<file path="config.mk">
export PLATFORM = sky130hd
export DESIGN_NAME = mbist_march_ctrl
export DESIGN_NICKNAME = d
export VERILOG_FILES = /design/src/rtl/mbist_march_ctrl.sv
export SDC_FILE = /design/constraint.sdc
export NUM_CORES = 1
export LEC_CHECK = 0
export CORE_MARGIN = 5
export CORE_UTILIZATION = 42
export DETAILED_ROUTE_END_ITERATION = 6
export GPL_TIMING_DRIVEN = 0
export PLACE_DENSITY = 0.8
export REMOVE_ABC_BUFFERS = 1
export SLEW_MARGIN = 20
export SYNTH_ARGS = -nofsm -noshare
export SYNTH_HDL_FRONTEND = slang
export SYNTH_SLANG_ARGS = --single-unit
</file>
<file path="constraint.sdc">
create_clock -name clk -period 2.8 [get_ports clk]
set_clock_uncertainty 0.2 [all_clocks]
set_input_delay 0.7 -clock clk [delete_from_list [all_inputs] [get_ports clk]]
set_output_delay 0.7 -clock clk [all_outputs]
set_load 0.01 [all_outputs]
</file>
<file path="src/rtl/mbist_march_ctrl.sv">
// ---------------------------------------------------------------------------
// mbist_march_ctrl
//
// Memory BIST controller running the March C- algorithm over a memory of
// N = 2^ADDR_W words. Addresses come from an external up/down counter, which
// this block drives through a load/direction/enable interface.
//
// Element sequence (0 = all-zeros word, 1 = all-ones word):
//   M0 up   w0
//   M1 up   r0,w1
//   M2 up   r1,w0
//   M3 down r0,w1
//   M4 down r1,w0
//   M5 down r0
//
// Ports
//   clk        : single clock, rising edge
//   rst        : synchronous active-high reset
//   start      : test request, only sampled while idle
//   addr_q     : current address from the external counter
//   cnt_d_in   : counter load value
//   cnt_ld     : counter load
//   cnt_u_d    : counter direction, 1 = up, 0 = down
//   cnt_cen    : counter enable
//   mem_addr   : memory address (follows addr_q combinationally)
//   mem_we     : memory write strobe
//   mem_re     : memory read strobe (data returns the following cycle)
//   mem_wdata  : memory write data
//   mem_rdata  : memory read data
//   busy       : high in every state except IDLE
//   done       : one-cycle completion pulse
//   fail       : sticky mismatch flag, cleared by the next accepted start
//   fail_addr  : address of the first mismatch
//   fail_elem  : element index of the first mismatch
// ---------------------------------------------------------------------------
module mbist_march_ctrl #(
  parameter int ADDR_W = 10,
  parameter int DATA_W = 8
) (
  input  logic              clk,
  input  logic              rst,
  input  logic              start,
  input  logic [ADDR_W-1:0] addr_q,
  output logic [ADDR_W-1:0] cnt_d_in,
  output logic              cnt_ld,
  output logic              cnt_u_d,
  output logic              cnt_cen,
  output logic [ADDR_W-1:0] mem_addr,
  output logic              mem_we,
  output logic              mem_re,
  output logic [DATA_W-1:0] mem_wdata,
  input  logic [DATA_W-1:0] mem_rdata,
  output logic              busy,
  output logic              done,
  output logic              fail,
  output logic [ADDR_W-1:0] fail_addr,
  output logic [2:0]        fail_elem
);

  typedef enum logic [2:0] {
    IDLE     = 3'd0,
    LOAD     = 3'd1,
    OP_A     = 3'd2,
    OP_B     = 3'd3,
    ELEM_END = 3'd4,
    DONE     = 3'd5
  } state_t;

  localparam logic [2:0] LAST_ELEM = 3'd5;

  state_t             state;
  logic [2:0]         elem;

  logic               elem_up;
  logic [2:0]         next_elem;
  logic               next_up;
  logic               at_last;
  logic [DATA_W-1:0]  exp_val;
  logic [DATA_W-1:0]  wr_val;
  logic               mismatch;

  // The memory address is simply the counter output.
  assign mem_addr = addr_q;

  // Per-element attributes decoded from the element index. M0-M2 walk up,
  // M3-M5 walk down. Reads expect ones only in M2 and M4; writes store ones
  // only in M1 and M3. "Last address" is judged from addr_q itself so the
  // counter's carry output is never needed.
  always_comb begin
    elem_up   = (elem < 3'd3);
    next_elem = elem + 3'd1;
    next_up   = (next_elem < 3'd3);
    exp_val   = ((elem == 3'd2) || (elem == 3'd4)) ? {DATA_W{1'b1}} : {DATA_W{1'b0}};
    wr_val    = ((elem == 3'd1) || (elem == 3'd3)) ? {DATA_W{1'b1}} : {DATA_W{1'b0}};
    at_last   = elem_up ? (addr_q == {ADDR_W{1'b1}}) : (addr_q == {ADDR_W{1'b0}});
    mismatch  = (state == OP_B) && (mem_rdata != exp_val);
  end

  // Strobes that depend on the live address or the read data of this very
  // cycle. A mismatch in OP_B must kill both the write and the counter step
  // in the same cycle, which is why these cannot be registered.
  always_comb begin
    mem_we  = 1'b0;
    mem_re  = 1'b0;
    cnt_cen = 1'b0;
    unique case (state)
      LOAD: begin
        cnt_cen = 1'b1;
      end
      OP_A: begin
        if (elem == 3'd0) begin
          mem_we  = 1'b1;
          cnt_cen = !at_last;
        end else begin
          mem_re  = 1'b1;
        end
      end
      OP_B: begin
        if (!mismatch) begin
          mem_we  = (elem != LAST_ELEM);
          cnt_cen = !at_last;
        end
      end
      default: begin
        mem_we  = 1'b0;
        mem_re  = 1'b0;
        cnt_cen = 1'b0;
      end
    endcase
  end

  // Main sequencer. State and all outputs that can be known one cycle ahead
  // (busy, done, counter load controls, write data, fail capture) are
  // registered here as a function of the transition being taken.
  always_ff @(posedge clk) begin
    if (rst) begin
      state     <= IDLE;
      elem      <= 3'd0;
      busy      <= 1'b0;
      done      <= 1'b0;
      cnt_ld    <= 1'b0;
      cnt_d_in  <= '0;
      cnt_u_d   <= 1'b1;
      mem_wdata <= '0;
      fail      <= 1'b0;
      fail_addr <= '0;
      fail_elem <= 3'd0;
    end else begin
      done   <= 1'b0;
      cnt_ld <= 1'b0;
      unique case (state)
        IDLE: begin
          if (start) begin
            state     <= LOAD;
            elem      <= 3'd0;
            busy      <= 1'b1;
            fail      <= 1'b0;
            fail_addr <= '0;
            fail_elem <= 3'd0;
            cnt_ld    <= 1'b1;
            cnt_d_in  <= '0;
            cnt_u_d   <= 1'b1;
          end
        end

        LOAD: begin
          state     <= OP_A;
          mem_wdata <= '0;
        end

        // M0 writes zeros and stays here until the last address; every other
        // element issues its read here and completes the access in OP_B.
        OP_A: begin
          if (elem == 3'd0) begin
            if (at_last) begin
              state <= ELEM_END;
            end
          end else begin
            state     <= OP_B;
            mem_wdata <= wr_val;
          end
        end

        // A mismatch aborts the whole test straight to DONE, recording where
        // and in which element the first failure was seen.
        OP_B: begin
          if (mismatch) begin
            fail      <= 1'b1;
            fail_addr <= addr_q;
            fail_elem <= elem;
            state     <= DONE;
            done      <= 1'b1;
          end else if (at_last) begin
            state <= ELEM_END;
          end else begin
            state     <= OP_A;
            mem_wdata <= '0;
          end
        end

        // Direction and load value for the next element are prepared here so
        // they are already stable during its LOAD cycle.
        ELEM_END: begin
          if (elem == LAST_ELEM) begin
            state <= DONE;
            done  <= 1'b1;
          end else begin
            elem     <= next_elem;
            state    <= LOAD;
            cnt_ld   <= 1'b1;
            cnt_d_in <= next_up ? {ADDR_W{1'b0}} : {ADDR_W{1'b1}};
            cnt_u_d  <= next_up;
          end
        end

        DONE: begin
          state <= IDLE;
          busy  <= 1'b0;
        end

        default: begin
          state <= IDLE;
          busy  <= 1'b0;
        end
      endcase
    end
  end

endmodule

</file>
==> results_dict.tcl <==
set metrics [dict create \
    worstHoldStart "fail_addr[3]" \
    drc 0 \
    post-route-period-util 1.03 \
    synth.distinct_cells 39 \
    antenna_found_initial 0 \
    yosysTopAreaCell "dfxtp_1" \
    status "complete, but fails checks" \
    area_growth_syn_to_layout_pct 41.2 \
    grtUsageTotal 0.160 \
    crit_start "addr_q[6]" \
    tightest_slew_ns 0.896 \
    rsz0062_at_grt "yes" \
    drv_slew 0 \
    initial_utilization 0.437 \
    port_buffers 69 \
    p_seq_frac 0.465 \
    r2r_slack_ns 0.59 \
    hp-class "reg -> reg" \
    yosys-top-cells-count "26 x buf_4, 26 x dfxtp_1, 23 x nand2_1, 12 x nand4b_1, 11 x nor2_1" \
    via_per_inst 5.43 \
    design.core.area_mm2 0.00369 \
    num_vias 1543 \
    slew_headroom 0.401 \
    netlist_instances 194 \
    period_minus_slack_ns 2.90 \
    clk_path_buf_depth 2 \
    multi_input_area_um2 903 \
    clkLatencyLatePin_ns 0.27 \
    final_cell_count_no_fill 284 \
    cp_max_fo 4 \
    violations "setup timing" \
    dieArea_mm2 0.00518 \
    dieHeight_um 72.0 \
    arrival_ns 2.00 \
    critPathKind "in -> out" \
    fmax_mhz 345 \
    setup_ws_ns -0.0957 \
    required_ns 1.90 \
    synth.area.top_cells "dfxtp_1 32%, buf_4 12%, nand4b_1 6.5%" \
    ir_worst_vdd_mv 0.292 \
    yosys_warnings 0 \
    fin_nets 262 \
    report.final.setup_viol 2 \
    intPower_w 0.000621 \
    synth_enable_flop_cells 0 \
    cts.clk_slew.worst_paths_ns 0.09 \
    cts_htree_levels 1 \
    rows 22 \
    grt_pass1_vias 1460 \
    drive_above_1_share 0.233 \
    root_buffer "clkbuf_8" \
    dr.pass1.iters 4 \
    final-hold-violation-count 0 \
    grt_overflow 0 \
    cts_tree "yes" \
    combPwrFrac 0.252 \
    hold_ws_ns 0.257 \
    grt_max_degree 28 \
    drtIter0Drc 49 \
    routedWlPerCell_um 15.1 \
    synth_area_per_cell_um2 8.31 \
    total_power_w 0.000865 \
    ant_nets 0 \
    rr_startpoint "state[0]" \
    gp_congestion 0.825 \
    setup_tns_ns -0.138 \
    netlist_area_mm2 0.00161 \
    cts_sinks 26 \
    yosys_most_used_dff "dfxtp_1" \
    fillers 348 \
    async_flop_share 0 \
    seq_area_um2 528 \
    netlist.area_leader.share 0.323 \
    hpwl_mm 2.95 \
    fin_util 0.617 \
    seq_area_frac_synth 0.323 \
    hold_buffers 0 \
    routed_wirelength_mm 4.28 \
    ios 70 \
    die_w_um 72.0 \
    power.switching_w 0.000245 \
    num_antenna_cells 0 \
    leakage_nw 0.863 \
    drv_cap 0 \
    switching_share 0.283 \
    crit_path_start_kind "primary input" \
    cts_buffers 3 \
    grt_pass1_wl_mm 6.90 \
    end_kind "output port" \
    pwr_density_cell_mw_per_mm2 380 \
    p_clk_frac 0.283 \
    yosys_register_bits 26 \
    placed_cells 273 \
]
[power by group through the flow]
stage | clock network (W) | registers [W] | logic [W]
2_1_floorplan | 0 | 0.000421 | 0.0000709
3_3_place_gp | 0 | 0.000411 | 0.000213
3_5_place_dp | 0 | 0.000411 | 0.000214
4_1_cts | 0.000251 | 0.000403 | 0.000211
5_1_grt | 0.000268 | 0.000406 | 0.000237
6_report | 0.000245 | 0.000403 | 0.000218
[area by class of cell]
class / count / share of cell area
tap: 48 / 0.0264
inverter: 4 / 0.00659
timing repair buffer: 76 / 0.314
multi-input combinational: 126 / 0.397
clock buffer: 4 / 0.0242
sequential: 26 / 0.232
[state kept, by name, indices dropped and copies added (netlist names)]
signal	cells
busy	1
cnt_d_in	1
cnt_ld	1
cnt_u_d	1
done	1
elem	3
fail	1
fail_addr	10
fail_elem	3
mem_wdata	1
state	3
[kinds of logic after synthesis]
| kind of cell | after synthesis | synth area share |
|---|---|---|
| fa+ha+maj | 4 | 0.0310 |
| simple gates | 75 | 0.265 |
| buf+inv | 42 | 0.166 |
| compound gates | 44 | 0.197 |
| xor+xnor | 1 | 0.00543 |
| flops | 26 | 0.323 |
| mux | 2 | 0.0124 |
[placed cells by master (no fill, tap or decap), types with 2 or more instances in the layout]
cell type        synthesis  layout
o31ai_1                  2       2
nand3_1                  5       5
dfxtp_2                  0       3
a31oi_1                  5       4
nand4b_1                12      12
nand2b_1                 2       2
buf_4                   26       6
nor2_1                  11      11
o21ai_0                  7       5
or4_4                    2       2
buf_2                    4       4
nor2b_1                  2       2
nand2_1                 23      22
a21o_1                   5       5
o21ai_2                 10      11
clkdlybuf4s15_1          0       8
a21oi_1                  8       8
dfxtp_1                 26      22
clkbuf_8                 0       4
inv_1                    4       4
clkdlybuf4s50_1          0      49
clkbuf_2                 0       3
buf_6                    1       5
nor4_2                   0       2
ha_1                     4       3
nand4_1                  7       7
[worst max-delay path, cell delays in order]
cell and delay, ns:
clkdlybuf4s15_1 0.23, nor4_2 0.28, nand4_1 0.19, o41ai_4 0.11, o21ai_1 0.10, a31o_2 0.27
buf_6 0.12
[through the flow]
step                setup slack (ns)  area (um^2)
floorplan                    -0.0462         1360
global placement               -1.03         2110
detailed placement             -1.06         2110
CTS                           -0.160         2210
global route                  -0.168         2280
finish                       -0.0957         2280
[final timing paths]
check	end	cells past startpoint
max	cnt_cen	7
min	fail_addr[3]	2
max reg2reg	cnt_d_in[8]	4
min reg2reg	fail_addr[3]	2
[metal layers]
layer,wire [um],track usage,share of wire,vias up
met1,1840,0.215,0.43,716
met3,358,0.0429,0.084,6
met2,2040,0.256,0.48,69
li1,-,-,-,752
met5,0,0,0,-
met4,38,0.0355,0.0089,0
[repair_timing]
item / 4_1_cts / 5_1_grt
endpoints found under the setup margin: 16 / 8
gates resized for setup: 60 / 24
setup buffers: 4 / 3
pin swaps: 12 / 10
Power figures use the tool's default switching activity.
